File: config.mk
export PLATFORM = sky130hd
export DESIGN_NAME = beat_scheduler
export DESIGN_NICKNAME = d
export VERILOG_FILES = /design/src/rtl/beat_scheduler_pkg.sv /design/src/rtl/beat_scheduler_countdown.sv /design/src/rtl/beat_scheduler.sv
export SDC_FILE = /design/constraint.sdc
export NUM_CORES = 1
export LEC_CHECK = 0
export BUFFER_PORTS_ARGS = -buffer_cell sky130_fd_sc_hd__buf_4
export CAP_MARGIN = 30
export CELL_PAD_IN_SITES_DETAIL_PLACEMENT = 2
export CELL_PAD_IN_SITES_GLOBAL_PLACEMENT = 2
export CORE_MARGIN = 4
export CORE_UTILIZATION = 34
export CTS_BUF_LIST = sky130_fd_sc_hd__clkbuf_4 sky130_fd_sc_hd__clkbuf_8
export CTS_CLUSTER_SIZE = 24
export DETAILED_ROUTE_END_ITERATION = 7
export PLACE_DENSITY = 0.85
export SYNTH_ARGS = -nofsm -noshare
export SYNTH_HDL_FRONTEND = slang
export SYNTH_SLANG_ARGS = --single-unit
File: constraint.sdc
create_clock -name clk -period 2.9 [get_ports clk]
set_input_delay 0.29 -clock clk [delete_from_list [all_inputs] [get_ports clk]]
set_output_delay 0.29 -clock clk [all_outputs]
set_load 0.05 [all_outputs]
File: src/rtl/beat_scheduler_pkg.sv
// Shared definitions for the song sequencer: default widths, FSM encoding
// and the ROM entry field markers.
package beat_scheduler_pkg;

   localparam int DEF_SONG_BITS  = 2;
   localparam int DEF_IDX_BITS   = 5;
   localparam int DEF_NOTE_WIDTH = 6;
   localparam int DEF_DUR_WIDTH  = 6;

   // ROM entry layout: {note, duration}, note in the upper bits.
   localparam logic [DEF_NOTE_WIDTH-1:0] NOTE_REST = '0;
   localparam logic [DEF_DUR_WIDTH-1:0]  DUR_END   = '0;

   typedef logic [2:0] state_t;

   localparam state_t ST_IDLE     = 3'd0;
   localparam state_t ST_FETCH    = 3'd1;
   localparam state_t ST_WAIT_ROM = 3'd2;
   localparam state_t ST_ISSUE    = 3'd3;
   localparam state_t ST_HOLD     = 3'd4;
   localparam state_t ST_DONE     = 3'd5;

endpackage

File: src/rtl/beat_scheduler_countdown.sv
// Loadable down-counter measuring how many beats the current entry still owns.
module beat_countdown #(
   parameter int W = 6
) (
   input  logic         clk,
   input  logic         rst_n,
   input  logic         load,
   input  logic [W-1:0] value,
   input  logic         dec,
   output logic         zero
);

   logic [W-1:0] cnt_q, cnt_d;

   always_comb begin
      cnt_d = cnt_q;
      if (load)
         cnt_d = value;
      else if (dec && (cnt_q != '0))
         cnt_d = cnt_q - 1'b1;
   end

   always_ff @(posedge clk or negedge rst_n) begin
      if (!rst_n) cnt_q <= '0;
      else        cnt_q <= cnt_d;
   end

   assign zero = (cnt_q == '0);

endmodule

File: src/rtl/beat_scheduler.sv
// Walks a song ROM entry by entry, hands notes to the player with a req/ack
// handshake and holds each one for its duration in beats.
module beat_scheduler
   import beat_scheduler_pkg::*;
#(
   parameter int SONG_BITS  = DEF_SONG_BITS,
   parameter int IDX_BITS   = DEF_IDX_BITS,
   parameter int NOTE_WIDTH = DEF_NOTE_WIDTH,
   parameter int DUR_WIDTH  = DEF_DUR_WIDTH
) (
   input  logic                            clk,
   input  logic                            reset,
   input  logic                            play,
   input  logic [SONG_BITS-1:0]            song,
   input  logic                            beat,
   output logic [SONG_BITS+IDX_BITS-1:0]   rom_addr,
   input  logic [NOTE_WIDTH+DUR_WIDTH-1:0] rom_data,
   output logic [NOTE_WIDTH-1:0]           note,
   output logic                            new_note,
   input  logic                            note_ack,
   output logic                            song_done,
   output logic                            playing
);

   state_t                          state_q, state_d;
   logic [SONG_BITS-1:0]            song_q, song_d;
   logic [IDX_BITS-1:0]             idx_q, idx_d, idx_inc;
   logic [SONG_BITS+IDX_BITS-1:0]   addr_q, addr_d;
   logic [NOTE_WIDTH-1:0]           note_q, note_d;
   logic                            new_note_q, new_note_d;
   logic                            cnt_load, cnt_dec, cnt_zero, abort;
   logic [NOTE_WIDTH-1:0]           rom_note;
   logic [DUR_WIDTH-1:0]            rom_dur;

   assign rom_note = rom_data[NOTE_WIDTH+DUR_WIDTH-1 -: NOTE_WIDTH];
   assign rom_dur  = rom_data[DUR_WIDTH-1:0];
   assign idx_inc  = idx_q + 1'b1;

   // A song change while active abandons playback; IDLE then picks up the new song.
   assign abort   = (state_q != ST_IDLE) && (state_q != ST_DONE) && (song != song_q);
   assign cnt_dec = (state_q == ST_HOLD) && beat && play;

   beat_countdown #(.W(DUR_WIDTH)) u_countdown (
      .clk   (clk),
      .rst_n (reset),
      .load  (cnt_load),
      .value (rom_dur),
      .dec   (cnt_dec),
      .zero  (cnt_zero)
   );

   // rom_addr is loaded on entry to FETCH so the ROM sees the address during FETCH.
   always_comb begin
      state_d    = state_q;
      song_d     = song_q;
      idx_d      = idx_q;
      addr_d     = addr_q;
      note_d     = note_q;
      new_note_d = new_note_q;
      cnt_load   = 1'b0;
      if (abort) begin
         state_d    = ST_IDLE;
         new_note_d = 1'b0;
         note_d     = '0;
         idx_d      = '0;
      end else begin
         case (state_q)
            ST_IDLE: if (play) begin
               song_d  = song;
               idx_d   = '0;
               addr_d  = {song, {IDX_BITS{1'b0}}};
               state_d = ST_FETCH;
            end
            ST_FETCH: state_d = ST_WAIT_ROM;
            ST_WAIT_ROM: begin
               if (rom_dur == DUR_WIDTH'(DUR_END)) begin
                  state_d = ST_DONE;
               end else begin
                  cnt_load = 1'b1;
                  if (rom_note == NOTE_WIDTH'(NOTE_REST)) begin
                     state_d = ST_HOLD;
                  end else begin
                     note_d     = rom_note;
                     new_note_d = 1'b1;
                     state_d    = ST_ISSUE;
                  end
               end
            end
            ST_ISSUE: if (note_ack) begin
               new_note_d = 1'b0;
               state_d    = ST_HOLD;
            end
            ST_HOLD: if (cnt_zero) begin
               if (&idx_q) begin
                  state_d = ST_DONE;
               end else begin
                  idx_d   = idx_inc;
                  addr_d  = {song_q, idx_inc};
                  state_d = ST_FETCH;
               end
            end
            ST_DONE: begin
               idx_d   = '0;
               note_d  = '0;
               state_d = ST_IDLE;
            end
            default: state_d = ST_IDLE;
         endcase
      end
   end

   always_ff @(posedge clk or negedge reset) begin
      if (!reset) begin
         state_q    <= ST_IDLE;
         song_q     <= '0;
         idx_q      <= '0;
         addr_q     <= '0;
         note_q     <= '0;
         new_note_q <= 1'b0;
      end else begin
         state_q    <= state_d;
         song_q     <= song_d;
         idx_q      <= idx_d;
         addr_q     <= addr_d;
         note_q     <= note_d;
         new_note_q <= new_note_d;
      end
   end

   assign rom_addr  = addr_q;
   assign note      = note_q;
   assign new_note  = new_note_q;
   assign song_done = (state_q == ST_DONE);
   assign playing   = (state_q != ST_IDLE);

endmodule

Yosys cells after proc, flatten, opt, wreduce, memory -nomap -nowiden --
Index checks and enable logic that the tools add are counted.
Operators by class: $add $sub $neg 2, multiply operators 0, div/mod/pow operators 0, order comparisons 0, equal/unequal tests 16, shift-type cells 0, muxes and demuxes 31, bitwise gates (word level) 1, reduce and logical (&&, ||, !) cells 23
Operators with widths (count):
- 6-bit two-way mux | 5
- 3-bit two-way mux | 7
- 7-bit two-way mux | 3
- 3-bit inequality test, second input constant | 7
- 5-bit two-way mux | 4
- 6-bit logical NOT | 3
- 3-bit one-hot mux with 5 select lines | 1
- 5-bit one-hot mux with 3 select lines | 1
- 7-bit one-hot mux with 2 select lines | 1
- 6-bit one-hot mux with 2 select lines | 1
- 5-bit AND reduction | 2
- 3-bit AND reduction | 3
- 3-bit nonzero test | 3
- 4-bit AND reduction | 2
- 1-bit two-way mux | 7
- 3-bit by 2-bit == test with 1-bit output, second input constant | 2
- 3-bit == test, second input constant | 2
- 2-bit inequality test, second input constant | 3
- 6-bit nonzero test | 1
- 6-bit by 1-bit subtractor with 6-bit output, second input constant | 1
- 5-bit by 1-bit adder with 5-bit output, second input constant | 1
- 1-bit logical AND | 5
- 2-bit nonzero test | 2
- 4-bit nonzero test | 1
- 5 further kinds | 5
Word-level totals: register bits 30, bits in latches 0, bits in writable memories 0, memory bits (read-only) 0, input bits 19, output and inout port bits 16, logic and storage cells 80, memories kept 0

Longest topological paths before layout --
Gate-level depths: netlist of the first run.
depth in word-level cells 6, gate-level depth with buffers 9, gate-level depth less buffers 8

By module --
Synthesis of the first run repeated with hierarchy kept, for this count alone.
Unflattened totals: cells, all modules 189, area total of the unflattened synthesis 1819.2 µm²
By module, submodules not included:
- beat_scheduler | times used 1, cells an instance 139, area each 1395.1 µm², sequential area each 600.6 µm²
- beat_countdown | times used 1, cells an instance 50, area each 424.2 µm², sequential area each 150.1 µm²

Least setup slack after synthesis of the first run --
No wires, ideal clock.
kind flip-flop to flip-flop, start point register idx_q[0], end point register addr_q[1], in the netlist rom_addr[1], library setup time 0.121 ns, arrival 1.908 ns, data required time 2.779 ns, path slack 0.871 ns, stages on the path, launching flop included 10, buffers on the path 1, clock period less this slack 2.029 ns, cell sequence dfrtp_1 > ha_1 > and3_1 > ha_1 > nor2_1 > and3_1 > a31oi_1 > or2_1 > clkbuf_1 > a22o_1
Between the ends: longest elaborated chain between the ends 4, elaborated cells between the ends (all ways) 7, classes of those cells add/sub: 1; eq/ne: 1; mux: 3; reduce/logical: 2
Ends and longest elaborated chain:
- from (decl) | RTL line beat_scheduler.sv:27 | logic [IDX_BITS-1:0] idx_q, idx_d, idx_inc;
- from (signal assigned) | RTL line beat_scheduler.sv:123 | idx_q <= idx_d;
- 5-bit by 1-bit adder with 5-bit output | RTL line beat_scheduler.sv:37 | assign idx_inc = idx_q + 1'b1;
- 7-bit two-way mux | RTL line beat_scheduler.sv:94 | if (&idx_q) begin
- 7-bit two-way mux | RTL line beat_scheduler.sv:93 | ST_HOLD: if (cnt_zero) begin
- 7-bit one-hot mux with 2 select lines | RTL line beat_scheduler.sv:67 | case (state_q)
- to (signal assigned) | RTL line beat_scheduler.sv:124 | addr_q <= addr_d;
- to (decl) | RTL line beat_scheduler.sv:28 | logic [SONG_BITS+IDX_BITS-1:0] addr_q, addr_d;
Parallel ways exist; a longest one is shown, timed or not. The select of a mux whose other input is x is not followed. A chain may end at the register's enable or synchronous reset.

Worst setup path after layout of the first run --
start point register idx_q[0], end point register idx_q[2]
Between the ends: longest elaborated chain between the ends 5, elaborated cells between the ends (all ways) 8, classes of those cells add/sub: 1; eq/ne: 1; mux: 4; reduce/logical: 2
Ends and longest elaborated chain:
- 5-bit by 1-bit adder with 5-bit output | RTL line beat_scheduler.sv:37
- 5-bit two-way mux | RTL line beat_scheduler.sv:94
- 5-bit two-way mux | RTL line beat_scheduler.sv:93
- 5-bit one-hot mux with 3 select lines | RTL line beat_scheduler.sv:67
- 5-bit two-way mux | RTL line beat_scheduler.sv:61 | if (abort) begin
Parallel ways exist; a longest one is shown, timed or not. The select of a mux whose other input is x is not followed.

==> results.sh, run 1 <==
export IMPL_synth_top_cell_by_area="dfrtp_1"
export IMPL_worst_path_max_delay_cell="a311oi_2"
export IMPL_port_buffer_count=34
export IMPL_crit_path_max_fanout=7
export IMPL_wire_length_of_the_first_global_routing_pass_um=9377
export IMPL_total_power_per_unit_cell_area_nw_per_um2=936.0
export IMPL_cts_hold_buffers=1
export IMPL_detailedRoute_firstIterationViolations=80
export IMPL_p_leak_nw=0.9646
export IMPL_netlist_cell_type_count=45
export IMPL_vias=1605
export IMPL_antenna_found_initial=0
export IMPL_tritoncts_num_buffers=5
export IMPL_gp_congestion=0.7782
export IMPL_postSynthRegisterBits=30
export IMPL_place_ws_ns=0.6954
export IMPL_timing_slew_headroom_pct=60.96
export IMPL_critical_path_cell_chain="ha_1 > and3_1 > ha_1 > nor2_1 > nand3_1 > a311oi_2 > o21ai_1 > a21o_1"
export IMPL_fp_dieArea_um2=6176
export IMPL_ffs_w_async_s_r_synth_pct=100.0
export IMPL_timing_critical_path_max_delay_family="compound AO/OA/AOI/OAI gates"
export IMPL_grt_start_max_net_pins=31
export IMPL_finalCriticalPeriod_ns=2.228
export IMPL_routed_wirelength_normalized_by_instance_count_um=18.75
export IMPL_n_fill_cell=541
export IMPL_ir_drop_uv=294.0
export IMPL_crit_required_ns=3.08
export IMPL_synthTopCellsByArea="dfrtp_1, a21oi_1, nand3_1"
export IMPL_area_growth_synth_to_final_pct=25.26
export IMPL_finalHoldViolations=0
export IMPL_antennaDiodeCount=0
export IMPL_rsz0062_at_grt="no"
export IMPL_synthesis_instances=187
export IMPL_outcome="complete, no violations"
export IMPL_count_of_unresolved_drc_violations_after_routing=0
export IMPL_crit_arrival_ns=2.41
export IMPL_synthFlopType="dfrtp_1"
export IMPL_rows=25
export IMPL_initial_utilization_pct=35.40
export IMPL_vertical_extent_of_the_die_um=78.59
export IMPL_clock_network_latency_to_the_later_pin_of_the_worst_skew_pair_ns=0.28
export IMPL_critical_path_max_stage_delay_ns=0.55
export IMPL_hp_class="input port to flop"
export IMPL_post_cts_repair_setup_buffers=0
export IMPL_numPlacedInstances=285
export IMPL_report_final_setup_viol=0
export IMPL_final_min_period_over_clock_period_pct=76.83
export IMPL_maxCapViolCount=0
export IMPL_crit_path_frequent_cell="ha_1"
export IMPL_viasPerCell=5.478
export IMPL_io_pins=35
export IMPL_finClkSkew_ns=0.003496
export IMPL_antenna_violating_nets_post_route=0
export IMPL_tns_ns=0
export IMPL_synth_fp_nets=210
export IMPL_drt_total_wl_um=5494
export IMPL_clock_sinks=30
export IMPL_synth_edf_count=0
export IMPL_dp_hpwl_um=3899
export IMPL_mostFrequentLayoutCell="buf_4"
export IMPL_post_cts_resized=0
export IMPL_layout_nets=249
export IMPL_dieWidth_um=78.59
export IMPL_postLayoutSetupSlackWorst_ns=0.6719
export IMPL_first_global_vias=1745
export IMPL_proportion_of_layout_cells_with_a_drive_suffix_above_1_pct=22.12
export IMPL_grt_usage_pct=19.39
export IMPL_report_final_slew_viol_count=0
export IMPL_most_common_layout_cells="buf_4, dfrtp_1, a21oi_1"
export IMPL_worst_slew_pin_transition_ns=0.5856
export IMPL_design_core_area_um2=4786
export IMPL_mean_post_synth_cell_area_um2=9.059
export IMPL_cp_start_kind="flop"
export IMPL_grt_overflow_total=0
export IMPL_timing_worst_setup_path_type="flop to flop"
export IMPL_synth_warnings=0
export IMPL_cts_max_path_buffers=2
export IMPL_pre_repair_dr_iteration_count=4
export IMPL_instances_no_fill=293
export IMPL_timing_critical_path_buf_inv=0
export IMPL_tritoncts_clock_tree="done"
export IMPL_clk_pin_slew_worst_paths_ns=0.06
export IMPL_clock_tree_root_cell="clkbuf_8"
export IMPL_syn_cell_area_um2=1694
export IMPL_achievable_frequency_mhz=448.8
export IMPL_synth_top_area_share_pct=44.31
export IMPL_cts_htree_levels=2
export IMPL_setup_worst_path_end_class="flop"
export IMPL_synth_sequential_area_ratio_pct=44.31
[per-layer routing]
| metal | part of all wire (%) | global-route usage, % |
|---|---|---|
| met5 | 0 | 0 |
| met4 | 1.9 | 6.818 |
| met3 | 3.1 | 4.128 |
| met2 | 50 | 32.34 |
| met1 | 45 | 24.66 |
[cells by family (layout without fill, tap and decap cells)]
logic type               Yosys count  after routing  synth area share [%]
XOR/XNOR                           5              5                 2.585
AND/OR/NAND/NOR                   79             79                 24.00
multiplexers                       6              6                 3.767
adder cells (fa/ha/maj)            4              4                 2.954
buffers and inverters             13             52                 2.954
AO/OA/AOI/OAI                     50             50                 19.42
flip-flops                        30             30                 44.31
[sequential cells by signal, summed over array words and instances (netlist names)]
name	cells
idx_q	5
new_note	1
note	6
rom_addr	7
song_q	2
state_q	3
u_countdown.cnt_q	6
[synthesized netlist by cell type, drive strengths merged (2+ instances only)]
| library cell | number |
|---|---|
| a21oi | 20 |
| o211ai | 2 |
| xor2 | 4 |
| o32ai | 4 |
| nand2 | 18 |
| mux2i | 3 |
| or2 | 4 |
| o2bb2ai | 2 |
| clkbuf | 4 |
| a22o | 3 |
| and2 | 2 |
| ha | 4 |
| dfrtp | 30 |
| nor2 | 19 |
| o21ai | 7 |
| and3 | 3 |
| nand2b | 4 |
| a211oi | 2 |
| inv | 8 |
| or3 | 2 |
| a31oi | 4 |
| mux2 | 3 |
| nand3 | 15 |
| nor4 | 3 |
| nor3 | 2 |
| nor2b | 2 |
[worst min-delay path, delay by kind of cell]
kind	cells	cell delay, ns
buffers and inverters	1	0.08
and+or+nand+nor	2	0.11
[per-stage QoR]
step | instance area, um^2 | hold WS (ns) | util (%) | power (W)
after floorplan | 1694 | -0.005591 | - | 0.001319
after global placement | 2028 | 0.2543 | 42.38 | 0.001606
after detailed placement | 2028 | 0.2516 | 42.38 | 0.001642
after CTS | 2122 | 0.2351 | 44.34 | 0.002003
after global routing | 2122 | 0.2506 | 44.34 | 0.002124
final | 2122 | 0.2357 | 44.34 | 0.001986
[cell type report]
class | instances | area [um^2] | area share [%]
clock buffers | 7 | 83.83 | 3.950
inverters | 8 | 30.03 | 1.415
multi-input cells | 144 | 893.4 | 42.10
flip-flops and latches | 30 | 750.7 | 35.38
well taps | 67 | 83.83 | 3.950
repair buffers | 37 | 280.3 | 13.21
[path summary, 6_finish.rpt]
check / start / end / slack (ns) / cells after the start
setup / recovery: idx_q[0] / idx_q[2] / 0.67 / 8
hold / removal: rom_data[3] / u_countdown.cnt_q[3] / 0.24 / 3
setup reg to reg: idx_q[0] / idx_q[2] / 0.67 / 8
hold reg to reg: idx_q[0] / rom_addr[0] / 0.52 / 1
max in group asynchronous: reset / note[4] / 2.12 / 2
min in group asynchronous: reset / rom_addr[4] / 0.48 / 2
[power by group]
| group | switching (W) | internal (W) |
|---|---|---|
| clock network | 0.000157 | 0.000184 |
| logic | 0.000668 | 0.000321 |
| registers | 0.000126 | 0.000530 |
| total | 0.000951 | 0.00104 |
No activity file was read; power rests on OpenSTA's default activity.
==> run 2: changes to the inputs <==
Settings changed: ABC_AREA set to 1, CORE_UTILIZATION 34 to 32, PLACE_DENSITY 0.85 to 0.84.
Clock period 2.9 ns to 2.1 ns, I/O delays scaled along.
==> run 2 against run 1 <==
Effect of this change:
- wire length shrank 0.95%
- worst hold slack got worse by 0.096 ns
- core utilization down 3.1 points
- combinational power grew 96%
- sequential cell count unchanged
- synthesized cell count increased by 37%
- die area rose by 17%
- final cell count is 26% higher
==> results.sh, run 2 <==
export IMPL_crit_reg2reg_capture="rom_addr[2]"
export IMPL_design_core_area_um2=5608
export IMPL_achievable_frequency_mhz=552.0
export IMPL_final_design_area_no_fill_um2=2313
export IMPL_antennaDiodeCount=0
export IMPL_largest_register_ffs=7
export IMPL_antenna_violating_nets_post_route=0
export IMPL_post_cts_repair_setup_buffers=0
export IMPL_dieWidth_um=84.92
export IMPL_synth_top_area_share_pct=39.66
export IMPL_rows=27
export IMPL_most_common_layout_cells="nand2_1, buf_4, inv_1"
export IMPL_finalPower_w=0.003331
export IMPL_layout_nets=320
export IMPL_vias=1745
export IMPL_cp_start_kind="flop"
export IMPL_drt_total_wl_um=5442
export IMPL_synthTopCellsByArea="dfrtp_1, nand2_1, inv_1"
export IMPL_crit_arrival_ns=1.98
export IMPL_r2r_start="idx_q[0]"
export IMPL_syn_cell_area_um2=1893
export IMPL_post_cts_resized=0
export IMPL_synth_fp_nets=280
export IMPL_vertical_extent_of_the_die_um=84.92
export IMPL_report_final_slew_viol_count=0
export IMPL_dp_hpwl_um=4198
export IMPL_worst_slew_pin_transition_ns=0.4077
export IMPL_tritoncts_num_buffers=5
export IMPL_area_growth_synth_to_final_pct=22.21
export IMPL_hp_class="input port to flop"
export IMPL_synthesis_instances=257
export IMPL_clock_sinks=30
export IMPL_fp_dieArea_um2=7211
export IMPL_synthFlopType="dfrtp_1"
export IMPL_pre_repair_dr_iteration_count=4
export IMPL_reg2reg_setup_slack_ns=0.29
export IMPL_intPower_w=0.001596
export IMPL_net_switching_component_of_the_power_w=0.001734
export IMPL_finalCriticalPeriod_ns=1.811
export IMPL_power_share_switching_pct=52.07
export IMPL_tns_ns=0
export IMPL_detailedRoute_firstIterationViolations=27
export IMPL_port_buffer_count=34
export IMPL_synth_top_cell_by_area="dfrtp_1"
export IMPL_first_global_vias=1948
export IMPL_final_min_period_over_clock_period_pct=86.26
export IMPL_ys_top_cells_by_count="nand2_1, inv_1, dfrtp_1, nor2_1, nand3_1"
export IMPL_netlist_cell_type_count=26
export IMPL_grt_start_max_net_pins=31
export IMPL_timing_worst_setup_path_type="flop to flop"
export IMPL_synth_sequential_area_ratio_pct=39.66
export IMPL_report_final_setup_viol=0
export IMPL_gp_congestion=0.7442
export IMPL_sequential_share_of_power_pct=27.8
export IMPL_initial_utilization_pct=33.76
export IMPL_antenna_found_initial=0
export IMPL_grt_usage_pct=16.79
export IMPL_clock_power_share_pct=14.0
export IMPL_wire_length_of_the_first_global_routing_pass_um=9535
export IMPL_ir_drop_uv=641.6
export IMPL_viasPerCell=4.729
export IMPL_p_comb_share_pct=58.1
export IMPL_cp_endpoint="rom_addr[2]"
export IMPL_clk_pin_slew_worst_paths_ns=0.06
export IMPL_crit_path_max_fanout=7
export IMPL_mostFrequentLayoutCell="nand2_1"
export IMPL_postSynthRegisterBits=30
export IMPL_post_synth_top_count_cell="nand2_1"
export IMPL_synth_warnings=0
export IMPL_outcome="complete, no violations"
export IMPL_finalHoldViolations=0
export IMPL_io_pins=35
export IMPL_crit_required_ns=2.27
export IMPL_cts_htree_levels=2
export IMPL_grt_overflow_total=0
export IMPL_cts_max_path_buffers=2
export IMPL_reg2regPathDepth=10
export IMPL_clock_tree_root_cell="clkbuf_8"
export IMPL_timing_slew_headroom_pct=72.82
export IMPL_finish_utilization_pct=41.25
export IMPL_n_fill_cell=679
export IMPL_setup_worst_path_end_class="flop"
export IMPL_placed_cell_area_um2=2220
export IMPL_tritoncts_clock_tree="done"
export IMPL_clock_network_latency_to_the_later_pin_of_the_worst_skew_pair_ns=0.29
export IMPL_count_of_unresolved_drc_violations_after_routing=0
export IMPL_proportion_of_layout_cells_with_a_drive_suffix_above_1_pct=25.59
export IMPL_crit_start="idx_q[0]"
export IMPL_ffs_w_async_s_r_synth_pct=100.0
export IMPL_cts_hold_buffers=1
export IMPL_finClkSkew_ns=0.007084
export IMPL_synth_edf_count=0
export IMPL_worst_slack_on_hold_paths_ns=0.1394
export IMPL_rsz0062_at_grt="no"
export IMPL_maxCapViolCount=0
export IMPL_total_power_per_unit_cell_area_nw_per_um2=1440
export IMPL_mean_post_synth_cell_area_um2=7.366
export IMPL_p_leak_nw=1.226
export IMPL_routed_wirelength_normalized_by_instance_count_um=14.75
[run 2: cells by family (layout without fill, tap and decap cells)]
group                      Yosys count  in the layout  share of synthesized area (%)
AOI/OAI and AO/OA                   22             22                          6.147
xor gates and xnor gates             3              3                          1.388
adders and majority gates            4              4                          2.644
buffers and inverters               39             79                          8.460
DFF                                 30             30                          39.66
and+or+nand+nor                    159            159                          41.71
[run 2: area by class of cell]
type	count	area (um^2)	share of cell area (%)
sequential	30	750.7	32.45
timing repair buffer	35	265.3	11.47
inverter	37	141.4	6.111
clock buffer	7	83.83	3.624
multi-input combinational	188	982.2	42.46
tap	72	90.09	3.894
[run 2: worst min path at each step]
stage	startpoint	endpoint	slack [ns]	cells after the start
2_1_floorplan	reset	idx_q[0]	-0.09	0
3_3_place_gp	reset	note[5]	0.17	1
3_5_place_dp	reset	note[4]	0.17	1
4_1_cts	rom_data[2]	u_countdown.cnt_q[2]	0.14	3
5_1_grt	rom_data[2]	u_countdown.cnt_q[2]	0.15	3
6_report	rom_data[2]	u_countdown.cnt_q[2]	0.14	3
[run 2: power groups by stage]
stage	registers, W	clock network [W]	logic [W]
after floorplan	0.00119	0	0.00121
after global placement	0.000931	0	0.00188
after detailed placement	0.000938	0	0.00195
after CTS	0.000929	0.000480	0.00197
after global routing	0.000958	0.000520	0.00214
final	0.000927	0.000467	0.00194
[run 2: layer usage]
| layer | vias up | global-route usage (%) | part of all wire [%] |
|---|---|---|---|
| met4 | 0 | 5.180 | 1.4 |
| met1 | 854 | 20.23 | 44 |
| li1 | 866 | - | - |
| met5 | - | 0 | 0 |
| met3 | 5 | 3.981 | 2.1 |
| met2 | 20 | 29.54 | 52 |
[run 2: critical path, cell delays in order, from the launching register on]
cell and delay (ns):
dfrtp_1 0.41, ha_1 0.24, nand2_1 0.06, nor2_1 0.04
ha_1 0.17, nand3_1 0.20, nand2_1 0.13, nor2_2 0.15
nand2_2 0.12, nand2_1 0.11, nand2_1 0.06
[run 2: metrics by stage]
stage	instances	setup slack, ns
6_report	369	0.2886
5_1_grt	369	0.07759
4_1_cts	369	0.2635
3_5_place_dp	361	0.2790
3_3_place_gp	361	0.4225
2_1_floorplan	257	0.4296
